File: config.mk
export PLATFORM = sky130hd
export DESIGN_NAME = hpf_state_bank_flat
export DESIGN_NICKNAME = d
export VERILOG_FILES = /design/src/rtl/hpf_pkg.sv /design/src/rtl/hpf_state_bank_if.sv /design/src/rtl/hpf_sat_sub.sv /design/src/rtl/hpf_state_bank.sv /design/src/flat_wrapper.sv
export SDC_FILE = /design/constraint.sdc
export NUM_CORES = 2
export LEC_CHECK = 0
export ABC_AREA = 1
export BUFFER_PORTS_ARGS = -buffer_cell sky130_fd_sc_hd__buf_4
export CAP_MARGIN = 15
export CORE_ASPECT_RATIO = 0.5
export CORE_UTILIZATION = 50
export CTS_CLUSTER_SIZE = 25
export DETAILED_ROUTE_END_ITERATION = 8
export GPL_TIMING_DRIVEN = 0
export PLACE_DENSITY = 0.66
export SYNTH_ARGS = -nofsm -noshare
export SYNTH_HDL_FRONTEND = slang
export SYNTH_HIERARCHICAL = 1
export SYNTH_SLANG_ARGS = --single-unit
File: constraint.sdc
create_clock -name state_clk -period 9.5 [get_ports state_clk]
set_clock_uncertainty 0.2 [all_clocks]
set_input_delay 0.95 -clock state_clk [delete_from_list [all_inputs] [get_ports state_clk]]
set_output_delay 0.95 -clock state_clk [all_outputs]
set_load 0.02 [all_outputs]
File: src/rtl/hpf_pkg.sv
// Shared types and arithmetic helpers for the time-multiplexed HPF state bank.
package hpf_pkg;
   localparam int PROD_OFS = 3;

   typedef enum logic {SW_IDLE = 1'b0, SW_RUN = 1'b1} sweep_state_t;

   // Offset-binary <-> two's complement is the same MSB inversion in both directions.
   function automatic logic [63:0] ofs_flip(input logic [63:0] v, input int w);
      return v ^ (64'd1 << (w - 1));
   endfunction

   function automatic logic signed [63:0] sat_sub(input logic signed [63:0] a,
                                                  input logic signed [63:0] b,
                                                  input int w);
      logic signed [63:0] d, hi, lo;
      hi = (64'sd1 <<< (w - 1)) - 64'sd1;
      lo = -(64'sd1 <<< (w - 1));
      d  = a - b;
      if (d > hi) return hi;
      if (d < lo) return lo;
      return d;
   endfunction
endpackage

File: src/rtl/hpf_state_bank_if.sv
// Sample-in / result-out bundle of the HPF state bank.
interface hpf_state_bank_if #(
   parameter int NUM_CH = 32,
   parameter int DATA_W = 16,
   parameter int COEF_W = 16,
   parameter int CH_W   = $clog2(NUM_CH)
);
   logic              in_valid;
   logic              in_ready;
   logic [CH_W-1:0]   in_ch;
   logic [DATA_W-1:0] in_sample;
   logic              sw_ref_en;
   logic [DATA_W-1:0] sw_ref;
   logic              hpf_en;
   logic [COEF_W-1:0] coef;
   logic              clr_all;
   logic              out_valid;
   logic [CH_W-1:0]   out_ch;
   logic [DATA_W-1:0] out_data;
   logic              busy;

   modport slave (
      input  in_valid, in_ch, in_sample, sw_ref_en, sw_ref, hpf_en, coef, clr_all,
      output in_ready, out_valid, out_ch, out_data, busy
   );
   modport master (
      output in_valid, in_ch, in_sample, sw_ref_en, sw_ref, hpf_en, coef, clr_all,
      input  in_ready, out_valid, out_ch, out_data, busy
   );
endinterface

File: src/rtl/hpf_sat_sub.sv
// Combinational signed a-b, saturated to the W-bit two's-complement range.
module hpf_sat_sub import hpf_pkg::*; #(
   parameter int W = 16
) (
   input  logic signed [W-1:0] i_a,
   input  logic signed [W-1:0] i_b,
   output logic signed [W-1:0] o_d
);
   assign o_d = W'(sat_sub(64'(i_a), 64'(i_b), W));
endmodule

File: src/rtl/hpf_state_bank.sv
// One-pole HPF bank sharing a 3-stage pipeline and one multiplier across NUM_CH channels.
// state   | meaning
// SW_IDLE | pipeline accepts samples
// SW_RUN  | clear sweep writing zero to one channel per cycle, in_ready low
module hpf_state_bank import hpf_pkg::*; #(
   parameter int NUM_CH  = 32,
   parameter int DATA_W  = 16,
   parameter int COEF_W  = 16,
   parameter int CH_W    = $clog2(NUM_CH),
   parameter int STATE_W = DATA_W + COEF_W
) (
   input logic               state_clk,
   input logic               reset,
   hpf_state_bank_if.slave   bus
);
   localparam int XW = DATA_W + 2;
   localparam int PW = DATA_W + COEF_W + 4;

   sweep_state_t r_sw_state, w_sw_next;
   logic [CH_W-1:0] r_sw_cnt, w_sw_cnt_next, w_sweep_addr;
   logic w_busy;

   logic [STATE_W-1:0] r_mem [NUM_CH];

   logic signed [DATA_W-1:0] w_s0_tc, w_ref_tc, w_ref_sub, w_s0_x;
   logic [STATE_W-1:0]       w_s0_state;
   logic                     w_accept;

   logic                     r_s1_valid, r_s1_hpf;
   logic [CH_W-1:0]          r_s1_ch;
   logic signed [XW-1:0]     r_s1_x;
   logic [STATE_W-1:0]       r_s1_state, w_s1_state;
   logic [COEF_W-1:0]        r_s1_coef;
   logic signed [XW-1:0]     w_s1_state_hi, w_s1_diff;

   logic                     r_s2_valid, r_s2_hpf;
   logic [CH_W-1:0]          r_s2_ch;
   logic signed [XW-1:0]     r_s2_x, r_s2_diff, w_s2_sel;
   logic [STATE_W-1:0]       r_s2_state, w_s2_new_state;
   logic [COEF_W-1:0]        r_s2_coef;
   logic signed [COEF_W+1:0] w_s2_coef_s;
   logic signed [PW-1:0]     w_s2_prod;
   logic [DATA_W-1:0]        w_s2_out;
   logic                     w_unused;

   logic                     r_out_valid;
   logic [CH_W-1:0]          r_out_ch;
   logic [DATA_W-1:0]        r_out_data;

   always_ff @(posedge state_clk) begin
      if (reset) begin
         r_sw_state <= SW_RUN;
         r_sw_cnt   <= CH_W'(NUM_CH - 1);
      end else begin
         r_sw_state <= w_sw_next;
         r_sw_cnt   <= w_sw_cnt_next;
      end
   end

   always_comb begin
      w_sw_next     = r_sw_state;
      w_sw_cnt_next = r_sw_cnt;
      if (bus.clr_all) begin
         w_sw_next     = SW_RUN;
         w_sw_cnt_next = CH_W'(NUM_CH - 1);
      end else if (r_sw_state == SW_RUN) begin
         if (r_sw_cnt == '0) w_sw_next = SW_IDLE;
         else                w_sw_cnt_next = r_sw_cnt - 1'b1;
      end
   end

   // Down-counter from NUM_CH-1 maps to ascending addresses 0..NUM_CH-1.
   always_comb begin
      w_busy       = (r_sw_state == SW_RUN);
      w_sweep_addr = ~r_sw_cnt;
   end

   assign w_accept = bus.in_valid & ~w_busy;

   assign w_s0_tc  = DATA_W'(ofs_flip(64'(bus.in_sample), DATA_W));
   assign w_ref_tc = DATA_W'(ofs_flip(64'(bus.sw_ref), DATA_W));

   hpf_sat_sub #(.W(DATA_W)) u_ref_sub (.i_a(w_s0_tc), .i_b(w_ref_tc), .o_d(w_ref_sub));

   assign w_s0_x     = bus.sw_ref_en ? w_ref_sub : w_s0_tc;
   assign w_s0_state = (r_s2_valid && r_s2_ch == bus.in_ch) ? w_s2_new_state : r_mem[bus.in_ch];

   assign w_s1_state    = (r_s2_valid && r_s2_ch == r_s1_ch) ? w_s2_new_state : r_s1_state;
   assign w_s1_state_hi = w_s1_state[STATE_W-1 -: XW];

   hpf_sat_sub #(.W(XW)) u_diff_sub (.i_a(r_s1_x), .i_b(w_s1_state_hi), .o_d(w_s1_diff));

   assign w_s2_coef_s    = {1'b0, r_s2_coef, 1'b0};
   assign w_s2_prod      = PW'(r_s2_diff) * PW'(w_s2_coef_s);
   assign w_s2_new_state = r_s2_state + w_s2_prod[STATE_W+PROD_OFS-1:PROD_OFS];
   assign w_s2_sel       = r_s2_hpf ? r_s2_diff : r_s2_x;
   assign w_s2_out       = DATA_W'(ofs_flip(64'(w_s2_sel[XW-1 -: DATA_W]), DATA_W));
   assign w_unused       = ^{w_s2_prod[PW-1:STATE_W+PROD_OFS], w_s2_prod[PROD_OFS-1:0], w_s2_sel[1:0]};

   always_ff @(posedge state_clk) begin
      if (reset) begin
         r_s1_valid  <= 1'b0;
         r_s2_valid  <= 1'b0;
         r_out_valid <= 1'b0;
         r_out_ch    <= '0;
         r_out_data  <= {1'b1, {(DATA_W-1){1'b0}}};
      end else begin
         r_s1_valid  <= w_accept;
         r_s2_valid  <= r_s1_valid;
         r_out_valid <= r_s2_valid;
         if (r_s2_valid) begin
            r_out_ch   <= r_s2_ch;
            r_out_data <= w_s2_out;
         end
      end
   end

   always_ff @(posedge state_clk) begin
      r_s1_ch    <= bus.in_ch;
      r_s1_x     <= {w_s0_x, 2'b00};
      r_s1_state <= w_s0_state;
      r_s1_coef  <= bus.coef;
      r_s1_hpf   <= bus.hpf_en;
      r_s2_ch    <= r_s1_ch;
      r_s2_x     <= r_s1_x;
      r_s2_diff  <= w_s1_diff;
      r_s2_state <= w_s1_state;
      r_s2_coef  <= r_s1_coef;
      r_s2_hpf   <= r_s1_hpf;
   end

   // The sweep owns the write port; in-flight results still forward, so their
   // updates are logically ordered before the sweep zeroes the same channel.
   always_ff @(posedge state_clk) begin
      if (w_busy)          r_mem[w_sweep_addr] <= '0;
      else if (r_s2_valid) r_mem[r_s2_ch]      <= w_s2_new_state;
   end

   assign bus.in_ready  = ~w_busy;
   assign bus.busy      = w_busy;
   assign bus.out_valid = r_out_valid;
   assign bus.out_ch    = r_out_ch;
   assign bus.out_data  = r_out_data;
endmodule

File: src/flat_wrapper.sv
// flat-port wrapper written by rule: the top's interface ports become plain ports
module hpf_state_bank_flat import hpf_pkg::*;
#(
   parameter int NUM_CH  = 32,
   parameter int DATA_W  = 16,
   parameter int COEF_W  = 16,
   parameter int CH_W    = $clog2(NUM_CH),
   parameter int STATE_W = DATA_W + COEF_W
)
  (state_clk, reset, bus_in_valid, bus_in_ch, bus_in_sample, bus_sw_ref_en, bus_sw_ref, bus_hpf_en, bus_coef, bus_clr_all, bus_in_ready, bus_out_valid, bus_out_ch, bus_out_data, bus_busy);
  hpf_state_bank_if #(.NUM_CH(NUM_CH), .DATA_W(DATA_W), .COEF_W(COEF_W), .CH_W(CH_W)) bus_i ();
  input logic state_clk;
  input logic reset;
  input wire logic [$bits(bus_i.in_valid)-1:0] bus_in_valid;
  input wire logic [$bits(bus_i.in_ch)-1:0] bus_in_ch;
  input wire logic [$bits(bus_i.in_sample)-1:0] bus_in_sample;
  input wire logic [$bits(bus_i.sw_ref_en)-1:0] bus_sw_ref_en;
  input wire logic [$bits(bus_i.sw_ref)-1:0] bus_sw_ref;
  input wire logic [$bits(bus_i.hpf_en)-1:0] bus_hpf_en;
  input wire logic [$bits(bus_i.coef)-1:0] bus_coef;
  input wire logic [$bits(bus_i.clr_all)-1:0] bus_clr_all;
  output wire logic [$bits(bus_i.in_ready)-1:0] bus_in_ready;
  output wire logic [$bits(bus_i.out_valid)-1:0] bus_out_valid;
  output wire logic [$bits(bus_i.out_ch)-1:0] bus_out_ch;
  output wire logic [$bits(bus_i.out_data)-1:0] bus_out_data;
  output wire logic [$bits(bus_i.busy)-1:0] bus_busy;
  assign bus_i.in_valid = bus_in_valid;
  assign bus_i.in_ch = bus_in_ch;
  assign bus_i.in_sample = bus_in_sample;
  assign bus_i.sw_ref_en = bus_sw_ref_en;
  assign bus_i.sw_ref = bus_sw_ref;
  assign bus_i.hpf_en = bus_hpf_en;
  assign bus_i.coef = bus_coef;
  assign bus_i.clr_all = bus_clr_all;
  assign bus_in_ready = bus_i.in_ready;
  assign bus_out_valid = bus_i.out_valid;
  assign bus_out_ch = bus_i.out_ch;
  assign bus_out_data = bus_i.out_data;
  assign bus_busy = bus_i.busy;
  hpf_state_bank #(.NUM_CH(NUM_CH), .DATA_W(DATA_W), .COEF_W(COEF_W), .CH_W(CH_W), .STATE_W(STATE_W)) u_core (.state_clk(state_clk), .reset(reset), .bus(bus_i));
endmodule
Word-level counts from Yosys, hierarchy flattened
Memory sizes are Yosys's and may differ from the RTL's. Index checks and enable logic that the tools add are counted.

Add/sub/neg operators: 4. Multipliers: 1. Magnitude comparators: 4. Equal/unequal tests: 2. Mux-type cells: 28. Bitwise logic cells: 7. Reductions and logical operators: 6.

Operators with widths (count): 32-bit 2-to-1 mux (3); 18-bit 2-to-1 mux (5); 16-bit 2-to-1 mux (5); 18-bit by 17-bit multiplier with 34-bit output (1); 32-bit adder (1); 32-bit OR reduction (1); 19-bit by 18-bit greater-than comparator with 1-bit output, second input constant (1); 19-bit by 18-bit less-than comparator with 1-bit output, second input constant (1); 18-bit by 18-bit subtractor with 19-bit output (1); 17-bit by 16-bit greater-than comparator with 1-bit output, second input constant (1); 17-bit by 16-bit less-than comparator with 1-bit output, second input constant (1); 16-bit by 16-bit subtractor with 17-bit output (1); 1-bit 2-to-1 mux (14); 5-bit equality test (2); 5-bit logical NOT (1); 5-bit 2-to-1 mux (1); 1-bit NOT (5); 5-bit NOT (1); 5-bit by 1-bit subtractor with 5-bit output, second input constant (1); 1-bit logical AND (2); 2-bit AND reduction (1); 2-bit OR reduction (1); 1-bit bitwise AND (1).

Register bits after elaboration: 188. RAM bits: 1024. Bits of input ports: 59. Output and inout bits: 24. Word-level logic and storage cells: 71. Memories: 1.

Memories: u_core.r_mem (words 32, width 32, read ports 1, clocked after memory_dff 0, wr ports 1, line hpf_state_bank.sv:23) `logic [STATE_W-1:0] r_mem [NUM_CH];`.

Logic depth before layout (Yosys ltp)
Depth in word-level cells: 9. Depth in mapped cells: 53. Depth with buffers taken out: 50.

Hierarchy
The synthesis kept the hierarchy.

By module, submodules not included: hpf_state_bank (instances 1, cells each 5301, area an instance 58951.5 µm², sequential area each 34513.1 µm²); hpf_sat_sub at u_core.u_diff_sub (instances 1, cells each 264, area an instance 1351.3 µm², sequential area each 0.0 µm²); hpf_sat_sub at u_core.u_ref_sub (instances 1, cells each 234, area an instance 1290.0 µm², sequential area each 0.0 µm²).

Least setup slack after synthesis
Ideal clock, no wire load.

Path type: flip-flop to flip-flop. Start: reg u_core.r_s2_coef[4]. End: reg u_core.r_s2_diff[7]. Setup time: 0.112 ns. Arrival: 8.037 ns. Required time: 9.188 ns. Path slack: 1.151 ns. Cell stages (with the launch flop): 46. Buffers on the path: 3. Clock period less this slack: 8.349 ns. Path through: dfxtp_1 -> clkbuf_1 -> buf_1 -> nand2_1 -> fa_1 -> inv_1 -> fa_1 -> fa_1 -> fa_1 -> fa_1 -> inv_1 -> fa_1 -> inv_1 -> ha_1 -> nand2_1 -> nor2_1 -> inv_1 -> nor2_1 -> [... 10 more ...] -> nand2_1 -> nand2_1 -> o21ai_0 -> inv_1 -> ha_1 -> nand2_1 -> inv_1 -> nand2_1 -> nand2_1 -> a21oi_1 -> nand3_2 -> nand2_1 -> nand2_2 -> inv_2 -> nand2_4 -> buf_6 -> nand2_1 -> nand2_1.

Word-level cells in the longest chain between the ends: 9. Elaborated cells between the ends (all ways): 12. Classes of those cells: 2 x add/sub; 1 x mul; 2 x order compare; 7 x mux.

Ends and longest elaborated chain: from (decl) (line hpf_state_bank.sv:40) `logic [COEF_W-1:0] r_s2_coef;`; from (signal assigned) (line hpf_state_bank.sv:128) `r_s2_coef <= r_s1_coef;`; 18-bit by 17-bit multiplier with 34-bit output (*) (line hpf_state_bank.sv:94) `assign w_s2_prod = PW'(r_s2_diff) * PW'(w_s2_coef_s);`; 32-bit adder (*) (line hpf_state_bank.sv:95) `assign w_s2_new_state = r_s2_state + w_s2_prod[STATE_W+PROD_OFS-1:PROD_OFS];`; 32-bit 2-to-1 mux (*) (line hpf_state_bank.sv:88) `assign w_s1_state = (r_s2_valid && r_s2_ch == r_s1_ch) ? w_s2_new_state : r_s1_state;`; net u_core.w_s1_state[27] (line hpf_state_bank.sv:32) `logic [STATE_W-1:0] r_s1_state, w_s1_state;`; 18-bit by 18-bit subtractor with 19-bit output (*) (line hpf_pkg.sv:18) `d = a - b;`; 19-bit by 18-bit less-than comparator with 1-bit output (line hpf_pkg.sv:20) `if (d < lo) return lo;`; 1-bit 2-to-1 mux (2 in series) (line hpf_pkg.sv:20); 18-bit 2-to-1 mux (line hpf_pkg.sv:21) `return d;`; 18-bit 2-to-1 mux (*) (line hpf_pkg.sv:20); net u_core.w_s1_diff[7] (line hpf_state_bank.sv:34) `logic signed [XW-1:0] w_s1_state_hi, w_s1_diff;`; to (signal assigned) (line hpf_state_bank.sv:126) `r_s2_diff <= w_s1_diff;`; to (decl) (line hpf_state_bank.sv:38) `logic signed [XW-1:0] r_s2_x, r_s2_diff, w_s2_sel;`.

The timed path passes the listed nets; every way through them passes the cells marked *. The select of a mux whose other input is x is not followed. A chain may end at the register's enable or synchronous reset.

Worst setup path in the final report
Start: reg u_core.r_s2_diff[7]. End: reg u_core.r_s2_diff[16].

Word-level cells in the longest chain between the ends: 9. Elaborated cells between the ends (all ways): 12. Classes of those cells: 2 x add/sub; 1 x mul; 2 x order compare; 7 x mux.

Ends and longest elaborated chain (line): 18-bit by 17-bit multiplier with 34-bit output (*) (hpf_state_bank.sv:94); 32-bit adder (*) (hpf_state_bank.sv:95); 32-bit 2-to-1 mux (*) (hpf_state_bank.sv:88); net u_core.w_s1_state[24] (hpf_state_bank.sv:32); 18-bit by 18-bit subtractor with 19-bit output (*) (hpf_pkg.sv:18); 19-bit by 18-bit less-than comparator with 1-bit output (hpf_pkg.sv:20); 1-bit 2-to-1 mux (2 in series) (hpf_pkg.sv:20); 18-bit 2-to-1 mux (hpf_pkg.sv:21); 18-bit 2-to-1 mux (*) (hpf_pkg.sv:20); net u_core.w_s1_diff[16] (hpf_state_bank.sv:34).

Marks and branches as above.

==> impl_metrics.yaml <==
status:
  status: "finished, final reports clean"
clock_network:
  cts_buffers: 105
  ctsHtreeMaxLevel: 3
  cts-root-buf: "clkbuf_16"
  clockBufferDepth: 3
  cts_sinks: 1212
  clk_pin_slew_ps: 70
  clk_latency_ps: 770
  cts_hold_buf: 0
  cts_tree: "done"
logic_synthesis:
  synthArstFlopShare_pct: 0
  synth.area.mux_share_pct: 0.307
  synthAdderAreaFrac_pct: 12.6
  yosysSeqAreaShare_pct: 56.0
  synth_ff_type: "edfxtp_1"
  yosysTopAreaCellShare_pct: 49.9
  synth_xor_area_share_pct: 0.910
  synth-compound-area-share_pct: 10.8
  synth_edf_count: 1024
  synth_commonest_cells: "edfxtp_1 (1024), nand2_1 (840), nor2_1 (728), inv_1 (706), o21ai_0 (590)"
  synth_area_leaders: "edfxtp_1 (50%), fa_1 (9.5%), dfxtp_1 (6.1%)"
  synth_seq_cells: 1212
  yosysTopAreaCell: "edfxtp_1"
  synth_top_family_by_area: "adder cells"
  yosys_warnings: 6
  ys_types: 62
  syn_inst: 5799
  yosys.area_share.simple_pct: 12.5
  syn_avg_cell_area_um2: 10.6
  synth_most_common_cell: "edfxtp_1"
  syn-cell-area_um2: 61600
timing:
  finalSetupViolCount: 0
  relSlewSlack_pct: 22.2
  finalCriticalPeriod_ps: 9070
  slew_violations: 0
  clock.fmax_mhz: 110
  worstMarginPinSlew_ps: 1170
  final_hold_viol_count: 0
  period_share_pct: 95.5
  fin_ws_ps: 426
worst_setup_path:
  ff2ff_path_depth: 43
  crit_path_end_kind: "flop"
  crit_required_ps: 9890
  timing.rr.end: "u_core/r_s2_diff[16]$_DFF_P_"
  slowest_stage: "fa_1"
  setup.worst_path.start: "u_core/r_s2_diff[7]$_DFF_P_"
  slowest_delay_ps: 550
  r2r_slack_ps: 430
  worstReg2RegStart: "u_core/r_s2_diff[7]$_DFF_P_"
  start_kind: "flop"
  path_class: "flop to flop"
  crit_fanout: 10
  critical_path_arrival_ps: 9470
global_route:
  grt_pass1_wl_um: 313000
  antenna_found_initial: 15
  grt_pass1_vias: 45700
  grt_max_degree: 33
  grt.overflow.total: 0
  gr-usage-all-layers_pct: 34.8
detailed_routing:
  drtAntennaViolNets: 0
  met3_length_um: 31800
  top_layer: "met5"
  drtIter0Drc: 7876
  wl_per_cell_um: 28.1
  dr.pass1.iters: 6
  viasPerCell: 6.16
  vias: 47800
  routed_wirelength_um: 218000
  route.met2.wl_um: 95400
  met1_length_um: 79200
  drc: 0
floorplanning:
  fp.dieW_um: 498
  pin_count: 83
  start_util_pct: 50.7
  rows: 90
  dieArea_um2: 125000
  die_y_um: 250
  core_um2: 121000
place:
  dp_cells: 7554
  portBuffers: 81
  dp_hpwl_um: 157000
  gp_congestion: 0.965
  pre_cts_slack_ps: -1290
hold_path:
  holdPathEnd: "u_core/r_s1_coef[12]$_DFF_P_"
  min-delay-start: "bus_coef[12]"
  hp-class: "input port to flop"
  hold_depth: 1
final_layout:
  nets: 6549
  nFillCells: 10100
  areaGrowthSynthToFinish_pct: 14.0
  fin_cells: 7749
  drive_above_1_share_pct: 12.0
run:
  drv_cap: 0
timing repair:
action	in CTS	in global routing
pin swaps	1	12
buffers inserted	1	25
setup endpoints to repair	18	18
resized for setup	123	155
how the worst max path moves through the flow:
| stage | to | slack, ps | cells after the start |
|---|---|---|---|
| finish | u_core/r_s2_diff[16]$_DFF_P_ | 430 | 43 |
| global route | u_core/r_s2_diff[7]$_DFF_P_ | -30 | 43 |
| CTS | u_core/r_s2_diff[11]$_DFF_P_ | 10 | 44 |
| detailed placement | u_core/r_s2_diff[11]$_DFF_P_ | -1290 | 44 |
| global placement | u_core/r_mem[17][29]$_DFFE_PP_ | -1900 | 32 |
| floorplan | u_core/r_s2_diff[7]$_DFF_P_ | 1150 | 45 |
critical path: cells and delay by family, from the launching register on:
family	cells	cell delay [ps]
adder cells (fa/ha/maj)	9	4080
AND/OR/NAND/NOR	15	1620
buffers and inverters	11	1100
flip-flops	1	430
AO/OA/AOI/OAI	6	1050
XOR/XNOR	2	460
registers in the layout (all words and copies together) (netlist names), 5 cells and up:
| name | flops |
|---|---|
| u_core/bus.out_ch | 5 |
| u_core/bus.out_data | 16 |
| u_core/r_mem | 1024 |
| u_core/r_s1_ch | 5 |
| u_core/r_s1_coef | 16 |
| u_core/r_s1_state | 32 |
| u_core/r_s1_x | 16 |
| u_core/r_s2_ch | 5 |
| u_core/r_s2_coef | 16 |
| u_core/r_s2_diff | 18 |
| u_core/r_s2_state | 32 |
| u_core/r_s2_x | 16 |
| u_core/r_sw_cnt | 5 |
logic make-up (layout without fill, tap and decap cells):
group                      after synthesis  after routing
and+or+nand+nor                       1887           1887
DFF                                   1212           1212
AOI/OAI and AO/OA                     1142           1142
buffers and inverters                 1032           1366
adders and majority gates              444            444
xor gates and xnor gates                64             64
muxes                                   17             17
other                                    1              7
layout by cell type (no fill, tap or decap), types with 15 or more instances in the layout:
| cell type | Yosys | routed |
|---|---|---|
| buf_6 | 19 | 29 |
| dfxtp_4 | 0 | 27 |
| ha_1 | 153 | 131 |
| edfxtp_1 | 1024 | 1024 |
| o21ai_1 | 79 | 87 |
| inv_1 | 706 | 703 |
| nor2_2 | 1 | 26 |
| a21oi_1 | 135 | 116 |
| dfxtp_1 | 188 | 158 |
| o221ai_1 | 150 | 150 |
| o211ai_1 | 40 | 40 |
| clkinv_1 | 1 | 18 |
| buf_12 | 1 | 35 |
| ha_2 | 0 | 15 |
| fa_1 | 291 | 289 |
| clkbuf_16 | 0 | 105 |
| xnor2_1 | 21 | 17 |
| buf_16 | 0 | 16 |
| nand4_1 | 22 | 22 |
| buf_4 | 32 | 144 |
| xor2_1 | 43 | 41 |
| nand3_1 | 219 | 213 |
| mux2_2 | 15 | 15 |
| o22ai_1 | 104 | 104 |
| a21oi_2 | 5 | 24 |
| buf_8 | 2 | 15 |
| o21ai_0 | 590 | 574 |
| nand2_2 | 27 | 35 |
| buf_2 | 58 | 58 |
| nor2_4 | 0 | 50 |
| nor3_1 | 18 | 16 |
| clkinv_2 | 0 | 27 |
| nor2_1 | 728 | 653 |
| buf_1 | 18 | 17 |
| nand2_1 | 840 | 830 |
| clkbuf_1 | 183 | 142 |
area by class of cell:
type / instances / area [um2] / area share (%)
Clock buffer: 131 / 2760 / 3.93
Antenna cell: 4 / 10.0 / 0.0143
Tap cell: 1610 / 2010 / 2.87
Clock inverter: 65 / 671 / 0.955
Multi-Input combinational cell: 3557 / 23700 / 33.8
Sequential cell: 1212 / 34600 / 49.3
Buffer: 283 / 1620 / 2.30
Inverter: 718 / 2700 / 3.85
Timing Repair Buffer: 169 / 2110 / 3.01
stage by stage:
stage          util [%]  hold slack, ps  cell area (um2)  setup TNS, ps
2_1_floorplan         -             110            61600              0
6_report           57.8             118            70200              0
3_3_place_gp       52.9             111            64200        -646350
3_5_place_dp       54.3             112            65900         -21730
5_1_grt            57.8            84.5            70200          -47.4
4_1_cts            57.3            77.0            69500              0
metal layers:
| layer | global-route usage [%] | vias up |
|---|---|---|
| met1 | 46.4 | 23400 |
| li1 | - | 20200 |
| met3 | 10.2 | 695 |
| met2 | 53.4 | 3470 |
| met4 | 14.3 | 14 |
| met5 | 0 | - |
Power is not shown: default switching activity piles up to over one toggle a cycle in this logic, so the estimate is an artifact.
